<file path="src/rtl/regfile_input_ctrl.sv">
// Pushbutton/switch conditioning front end for the 4-bit register file.
// Each clean press gives one single-cycle command strobe, with a registered operand p.
module regfile_input_ctrl #(
  parameter int DB_MAX = 500000,
  parameter int DB_W   = 20
) (
  input  logic       clk,
  input  logic       rst_n,
  input  logic [3:0] sw,
  input  logic       btn_rr1,
  input  logic       btn_rr2,
  input  logic       btn_wr,
  input  logic       btn_wdata,
  input  logic       btn_wen,
  output logic [3:0] p,
  output logic       setRR1,
  output logic       setRR2,
  output logic       setWR,
  output logic       setWData,
  output logic       Wenable,
  output logic       busy
);

  localparam int NB = 5;
  localparam logic [DB_W-1:0] DB_LAST = DB_W'(DB_MAX - 1);

  typedef enum logic {IDLE, HOLD} state_t;

  // Bit 0 is the highest-priority command; order matches the register file's decode.
  logic [NB-1:0] btn_raw;
  assign btn_raw = {btn_wen, btn_wdata, btn_wr, btn_rr2, btn_rr1};

  logic [NB-1:0] btn_s1, btn_s2;
  logic [3:0]    sw_s1, sw_s2;

  // NOTE: sequential state uses non-blocking assignments so every flop samples
  // pre-edge values; a blocking chain here would collapse the synchroniser.
  always_ff @(posedge clk or negedge rst_n) begin
    if (!rst_n) begin
      btn_s1 <= '0;
      btn_s2 <= '0;
      sw_s1  <= '0;
      sw_s2  <= '0;
    end else begin
      btn_s1 <= btn_raw;
      btn_s2 <= btn_s1;
      sw_s1  <= sw;
      sw_s2  <= sw_s1;
    end
  end

  logic [NB-1:0] stable;
  logic [DB_W-1:0] cnt [NB];

  // NOTE: the counter array is small and its contents matter after reset (a held
  // button must restart its debounce), so every entry is reset, unlike a RAM.
  always_ff @(posedge clk or negedge rst_n) begin
    if (!rst_n) begin
      stable <= '0;
      for (int i = 0; i < NB; i++) cnt[i] <= '0;
    end else begin
      for (int i = 0; i < NB; i++) begin
        if (btn_s2[i] == stable[i]) begin
          cnt[i] <= '0;
        end else if (cnt[i] == DB_LAST) begin
          stable[i] <= ~stable[i];
          cnt[i]    <= '0;
        end else begin
          cnt[i] <= cnt[i] + 1'b1;
        end
      end
    end
  end

  state_t        state, state_nxt;
  logic [NB-1:0] strb_q, strb_nxt;
  logic          load_p;

  // NOTE: every signal written here gets a default first, so no path leaves it
  // unassigned and no latch is inferred.
  always_comb begin
    state_nxt = state;
    strb_nxt  = '0;
    load_p    = 1'b0;
    case (state)
      IDLE: begin
        if (|stable) begin
          state_nxt = HOLD;
          load_p    = 1'b1;
          // Scan downwards so the lowest set index (highest priority) wins.
          for (int i = NB - 1; i >= 0; i--) begin
            if (stable[i]) begin
              strb_nxt    = '0;
              strb_nxt[i] = 1'b1;
            end
          end
        end
      end
      HOLD: begin
        if (!(|stable)) state_nxt = IDLE;
      end
      default: state_nxt = IDLE;
    endcase
  end

  always_ff @(posedge clk or negedge rst_n) begin
    if (!rst_n) begin
      state  <= IDLE;
      strb_q <= '0;
      p      <= '0;
    end else begin
      state  <= state_nxt;
      strb_q <= strb_nxt;
      if (load_p) p <= sw_s2;
    end
  end

  assign setRR1   = strb_q[0];
  assign setRR2   = strb_q[1];
  assign setWR    = strb_q[2];
  assign setWData = strb_q[3];
  assign Wenable  = strb_q[4];
  assign busy     = (state == HOLD);

endmodule
</file>
<file path="config.mk">
export PLATFORM = sky130hd
export DESIGN_NAME = regfile_input_ctrl
export DESIGN_NICKNAME = d
export VERILOG_FILES = /design/src/rtl/regfile_input_ctrl.sv
export SDC_FILE = /design/constraint.sdc
export NUM_CORES = 1
export LEC_CHECK = 0
export CAP_MARGIN = 20
export CORE_MARGIN = 5
export CORE_UTILIZATION = 40
export DETAILED_ROUTE_END_ITERATION = 8
export SLEW_MARGIN = 20
export SYNTH_ARGS = -nofsm -noshare
export SYNTH_HDL_FRONTEND = slang
export SYNTH_SLANG_ARGS = --single-unit
</file>
<file path="constraint.sdc">
create_clock -name clk -period 2.4 [get_ports clk]
set_input_delay 0.48 -clock clk [delete_from_list [all_inputs] [get_ports clk]]
set_output_delay 0.48 -clock clk [all_outputs]
set_load 0.05 [all_outputs]
</file>
# Yosys cells after proc, flatten, opt, wreduce, memory -nomap -nowiden
# Index checks and enable logic that the tools add are counted.
word_totals:
  register_bits: 133
  latchBits: 0
  ram_bits: 0
  romBits: 0
  input_bits: 11
  output_inout_bits: 10
  wordCells: 67
  memories: 0
classes:
  add_sub_neg: 5
  multipliers: 0
  div_mod_pow: 0
  n_lt_le_gt_ge: 0
  eq_ne: 10
  n_shift: 0
  muxes: 19
  bitwise: 10
  reduce_logical: 6
op_table:
  columns: ["operator", "n"]
  rows:
  - ["20-bit 2-to-1 mux", 10]
  - ["20-bit by 1-bit adder with 20-bit output, second input constant", 5]
  - ["20-bit by 19-bit equality test with 1-bit output, second input constant", 5]
  - ["5-bit 2-to-1 mux", 7]
  - ["1-bit NOT", 10]
  - ["2-bit AND reduction", 5]
  - ["1-bit equality test", 5]
  - ["5-bit OR reduction", 1]
  - ["1-bit 2-to-1 mux", 2]

# Depth between registers and ports, before layout
# Gate-level depths: netlist of the first run.
depth:
  ltp_word: 7
  depth_mapped: 7
  depth_no_buf: 5

# Worst setup path before layout of the first run
# OpenSTA, ideal clock, no wires.
synth_path:
  kind: "register to register"
  startpoint: "register cnt[0] (netlist bit)"
  endpoint: "register cnt[10] (netlist bit)"
  setup_time_ps: 132
  arrival_ps: 1828
  t_required_ps: 2268
  setup_slack_ps: 440
  path_stages_with_launch: 8
  n_path_buf: 2
  synth_period_minus_slack_ps: 1960
  path_cell_list: "dfrtp_1 -> ha_1 -> nand4_1 -> nor3_1 -> a31o_2 -> clkbuf_1 -> buf_1 -> nor2_1"
synth_via:
  elab_chain_cells: 3
  elab_cells_between_ends: 4
  classes_between: "1 x add/sub; 1 x eq/ne; 2 x mux"
synth_lines:
  columns: ["element", "line_no", "text"]
  rows:
  - ["start: declaration", "53", "logic [DB_W-1:0] cnt [NB];"]
  - ["start signal: indexed assignment", "69", "cnt[i] <= cnt[i] + 1'b1;"]
  - ["20-bit by 1-bit adder with 20-bit output / 20-bit by 19-bit equality test with 1-bit output (equally long branches)", "69, 65", null]
  - ["20-bit 2-to-1 mux (*)", "65", "end else if (cnt[i] == DB_LAST) begin"]
  - ["20-bit 2-to-1 mux (*)", "63", "if (btn_s2[i] == stable[i]) begin"]
# Every way passes the cells marked *; elsewhere a longest branch is shown, timed or not.
# A chain may end at the register's enable or synchronous reset.

# Worst setup path in the final report of the first run
layout_path:
  startpoint: "register state (netlist: busy)"
  endpoint: "output port busy"
layout_lines:
  columns: ["element", "line_no", "text"]
  rows:
  - ["start: declaration", "75", "state_t state, state_nxt;"]
  - ["start signal: assignment", "112", "state <= state_nxt;"]
  - ["end: declaration", "21", "output logic busy"]
# No word-level cell between the ends.

==> results of run 1 <==
metrics by stage:
stage	setup WS, ns	area, µm²	power [mW]	hold slack, ns	cells
finish	0.2251	7212	5.147	0.3469	828
detailed placement	0.3504	6573	2.499	0.3363	795
global route	0.1448	7212	5.355	0.3564	828
global placement	0.4288	6573	2.495	0.3335	795
floorplan	0.4398	6057	2.405	0.1844	585
CTS	0.1867	7212	5.220	0.3488	828
repair_timing:
action | CTS | global route
hold buffers | 1 | 0
gates resized for setup | 0 | 0
endpoints found under the hold margin | 34 | 0
area by class of cell:
type                            instances  share of cell area (%)
Clock buffer                           23                   6.766
Clock inverter                          9                   1.960
Inverter                               21                   1.093
Multi-Input combinational cell        420                   36.14
Sequential cell                       133                   46.15
Tap cell                              188                   3.262
Timing Repair Buffer                   34                   4.632
placed cells by master, fill, tap and decap left out, types with 10 or more instances in the layout:
cell,instances
dfrtp_1,133
nor2_1,91
xnor2_1,56
nand3_1,34
nand4_1,29
nand2_1,27
nor3_1,24
a21oi_1,22
inv_1,21
nor4_1,19
clkdlybuf4s50_1,19
xor2_1,17
clkbuf_16,17
or4_1,13
buf_4,11
o21ai_0,10
sequential cells by signal, summed over array words and instances (netlist names):
name    cells
cnt       100
btn_s1      5
btn_s2      5
stable      5
strb_q      5
p           4
sw_s1       4
sw_s2       4
busy        1
power breakdown:
part	total [mW]	switching (mW)	internal [mW]
registers	2.31	0.0293	2.28
clock network	2.69	0.936	1.76
logic	0.146	0.0926	0.0529
final timing paths:
kind                                         start  cells after the start  slack, ns                    end
worst max-delay path                busy$_DFF_PN0_                      1       0.23                   busy
worst min-delay path            sw_s1[0]$_DFF_PN0_                      0       0.35     sw_s2[0]$_DFF_PN0_
worst max register to register   cnt[65]$_DFF_PN0_                      4       0.34      cnt[75]$_DFF_PN0_
worst min register to register  sw_s1[0]$_DFF_PN0_                      0       0.35     sw_s2[0]$_DFF_PN0_
max in group asynchronous                    rst_n                      3       1.29  stable[4]$_DFFE_PN0P_
min in group asynchronous                    rst_n                      2       0.54      cnt[30]$_DFF_PN0_
metal layers:
metal / track usage (%) / part of all wire [%] / vias to the layer above
met5: 0 / 0 / -
met3: 4.525 / 4.1 / 6
met4: 4.677 / 0.70 / 0
met2: 21.47 / 46 / 52
met1: 18.26 / 49 / 2073
li1: - / - / 2159
cell families (layout without fill, tap and decap cells):
logic type	count (synthesis)	in the layout	share of synthesized area, %
simple gates	283	283	24.58
buf+inv	32	87	2.024
xor+xnor	73	73	10.56
flops	133	133	54.95
mux	9	9	1.673
fa+ha+maj	5	5	1.033
compound gates	50	50	5.185
==> impl_metrics.toml, run 1 <==
[run_status]
status = "finished, final reports clean"

[logic_synthesis]
synth_area_um2 = 6057
synthCells = 585
yosysSeqAreaShare_pct = 54.95
synth_edf_count = 0
syn_nets = 601
ys_warn_count = 0
yosysMostFrequentCell = "dfrtp_1"
synth_cell_types = 41
yosys_register_bits = 133
async_flop_share_pct = 100.0
synth_area_per_cell_um2 = 10.35
synth_area_leaders = "dfrtp_1 55%, xnor2_1 8.1%, nor2_1 5.6%"
synth_commonest_cells = "133 x dfrtp_1, 91 x nor2_1, 56 x xnor2_1"
synth-main-ff-cell = "dfrtp_1"
netlist.area_leader.share_pct = 54.95
yosys.area.top_type = "dfrtp_1"

[timing]
period_minus_slack_ns = 2.175
relSlewSlack_pct = 60.33
final_max_slew_viol_count = 0
period_share_pct = 90.62
tns_ns = 0
worst_pin_slew_ns = 0.5895
rsz0062_at_grt = "false"
max_freq_mhz = 459.8
finalHoldViolations = 0
setup_viol = 0
finClkSkew_ns = 0.01088

[cts]
htreeDepth = 4
insertion_delay_ns = 0.41
cts_buffer_depth = 2
cts_setup_buffers = 0
cts_num_sinks = 133
clkTransAtPathRegs_ns = 0.06
cts_buffers = 17
cts-root-buf = "clkbuf_16"
cts_tree = "yes"

[die]
die_w_um = 133.1
initial_core_util_pct = 40.29
fp.dieH_um = 133.1
core.rowCount = 45
io-pin-count = 21
design.core.area_um2 = 15030
die_area_um2 = 17700

[layout]
antenna_cells = 0
multi_input_area_um2 = 2606
fin_nets = 643
fin_util_pct = 47.97
fillers = 1367
layout-drive-gt1-share_pct = 10.78
regArea_um2 = 3328
syn2layout_area_growth_pct = 19.07

[run]
maxCapViolCount = 0

[routing]
drt_iter0_drc = 195
via_count = 4290
viasPerCell = 5.181
ant_nets = 0
wl_per_cell_um = 13.65
drc = 0
drtPass1Iterations = 6
drt_wl_total_um = 11310

[setup_path]
end_kind = "primary output"
path_delay_family = "buffers and inverters"
cp_slowest_cell = "clkdlybuf4s50_1"
required_ns = 1.92
cp_num_buf_inv = 1
slowest_delay_ns = 0.86
cp.arrival_ns = 1.69
cp-start-kind = "flip-flop"
critPathKind = "reg -> out"
path_cells = "clkdlybuf4s50_1"
worstPathMaxFanout = 6

[placement]
post-dp-hpwl_um = 7799
io_buffers = 20
gp_congestion = 0.7938

[global_routing]
grt_overflow = 0
grt_pass1_vias = 4350
grt_max_degree = 51
grt_pass1_wl_um = 20030
grt_usage_pct = 13.82
antenna_found_initial = 0

[pwr]
p_per_area_nw_per_um2 = 713.7
leakage_nw = 2.866
ir_drop_uv = 528.6

[worst_hold_path]
hp-class = "reg -> reg"
Note: power is estimated with default switching activity, not from simulation.
==> inputs of run 2 (changes only) <==
Settings changed: CORE_MARGIN 5 to unset, SETUP_SLACK_MARGIN set to 0.05.
==> impl_metrics.toml, run 2 (same netlist as run 1, synthesis figures left out) <==
[setup_path]
critPathKind = "reg -> out"
cp_slowest_cell = "clkdlybuf4s50_1"
slowest_delay_ns = 0.88
cp-start-kind = "flip-flop"
cp_num_buf_inv = 1
path_delay_family = "buffers and inverters"
rrSetupSlack_ns = 0.33
r2r-end = "cnt[75]$_DFF_PN0_"
worstPathMaxFanout = 6
path_cells = "clkdlybuf4s50_1"
cp.arrival_ns = 1.75
required_ns = 1.92
end_kind = "primary output"
reg2reg_depth = 4
r2r-start = "cnt[62]$_DFF_PN0_"

[global_routing]
grt_overflow = 0
grt_max_degree = 50
antenna_found_initial = 0
grt_pass1_wl_um = 20070
grt_pass1_vias = 4352
grt_usage_pct = 16.07

[routing]
drc = 0
ant_nets = 0
maxUsedRoutingLayer = "met4"
wl_per_cell_um = 14.09
m1WireLength_um = 5320
drt_iter0_drc = 236
viasPerCell = 5.333
via_count = 4384
drtPass1Iterations = 7
drt_wl_total_um = 11590
wl_met2_um = 5587
route.met3.wl_um = 378

[timing]
rsz0062_at_grt = "false"
worst_pin_slew_ns = 0.6169
setup_ws_ns = 0.1688
finalHoldViolations = 0
relSlewSlack_pct = 58.49
final_max_slew_viol_count = 0
setup_viol = 0
max_freq_mhz = 448.2
period_minus_slack_ns = 2.231
finClkSkew_ns = 0.01081
whs_ns = 0.3456
tns_ns = 0
period_share_pct = 92.97

[placement]
post-dp-hpwl_um = 8098
preCtsSetupSlack_ns = 0.3261
postPlaceCellArea_um2 = 6548
gp_congestion = 0.8237
io_buffers = 20

[layout]
top_register = "cnt"
antenna_cells = 0
layout_commonest_cell = "dfrtp_1"
layout_common_cells = "133 x dfrtp_1, 91 x nor2_1, 56 x xnor2_1"
fin_nets = 642
largest_register_ffs = 100
syn2layout_area_growth_pct = 18.86
layout-drive-gt1-share_pct = 10.82
finalInstanceArea_um2 = 7199

[cts]
insertion_delay_ns = 0.43
cts_tree = "yes"
postCtsHoldBufs = 1
cts_buffers = 17
cts_setup_buffers = 0
htreeDepth = 4
post_cts_resized = 0
cts_num_sinks = 133
clkTransAtPathRegs_ns = 0.06
cts_buffer_depth = 2
cts-root-buf = "clkbuf_16"

[pwr]
p_int_mw = 4.149
combPwrFrac_pct = 2.8
power_switching_mw = 1.078
total_power_mw = 5.227
power.clock.fraction_pct = 53.0
swShare_pct = 20.63
ir_drop_uv = 536.6
pwr-share-seq_pct = 44.2
leakage_nw = 2.860
p_per_area_nw_per_um2 = 726.0

[worst_hold_path]
whs_path_depth = 0
hp-class = "reg -> reg"
worstHoldStart = "btn_s1[2]$_DFF_PN0_"
whs_endpoint = "btn_s2[2]$_DFF_PN0_"

[die]
design.core.area_um2 = 14640
die_area_um2 = 15640
io-pin-count = 21
initial_core_util_pct = 41.36
fp.dieH_um = 125.1
die_w_um = 125.1
core.rowCount = 44

[run_status]
status = "finished, final reports clean"

[run]
maxCapViolCount = 0
## run 2: cell types whose count changed in the layout (fill, tap and decap cells not counted), sizes merged
cell	delta
buf	-1
bufinv	+1
clkbuf	-3
clkinv	+2
clkinvlp	+1
inv	-2
## run 2: layer usage
| metal | vias up | global-route usage, % |
|---|---|---|
| met2 | 62 | 25.96 |
| met4 | 0 | 7.532 |
| met3 | 23 | 4.750 |
| met5 | - | 0 |
| met1 | 2137 | 19.82 |
| li1 | 2162 | - |
## run 2: power by group through the flow
stage / registers (mW) / clock network, mW / logic [mW]
after floorplan: 2.34 / 0 / 0.0638
after global placement: 2.35 / 0 / 0.146
after detailed placement: 2.35 / 0 / 0.151
after global routing: 2.32 / 2.92 / 0.170
after CTS: 2.31 / 2.85 / 0.153
final: 2.31 / 2.77 / 0.146
## run 2: metrics by stage
step | utilization, % | std cells
2_1_floorplan | - | 585
6_report | 49.16 | 822
3_5_place_dp | 44.71 | 790
5_1_grt | 49.16 | 822
4_1_cts | 49.16 | 822
3_3_place_gp | 44.71 | 790
## run 2: layout make-up
cell class | count | area (µm²)
clock inverters | 11 | 175.2
multi-input cells | 420 | 2606
clock buffers | 20 | 466.7
inverters | 21 | 78.83
well taps | 184 | 230.2
flip-flops and latches | 133 | 3328
fillers | 1325 | 7445
repair buffers | 33 | 314.1
## run 2: worst max path at each step
stage	start	to	slack [ns]	depth (start not counted)
after floorplan	cnt[0]$_DFF_PN0_	cnt[10]$_DFF_PN0_	0.44	7
after global placement	cnt[62]$_DFF_PN0_	cnt[75]$_DFF_PN0_	0.42	4
after detailed placement	cnt[62]$_DFF_PN0_	cnt[75]$_DFF_PN0_	0.33	4
after CTS	busy$_DFF_PN0_	busy	0.14	1
after global routing	busy$_DFF_PN0_	busy	0.12	1
final	busy$_DFF_PN0_	busy	0.17	1
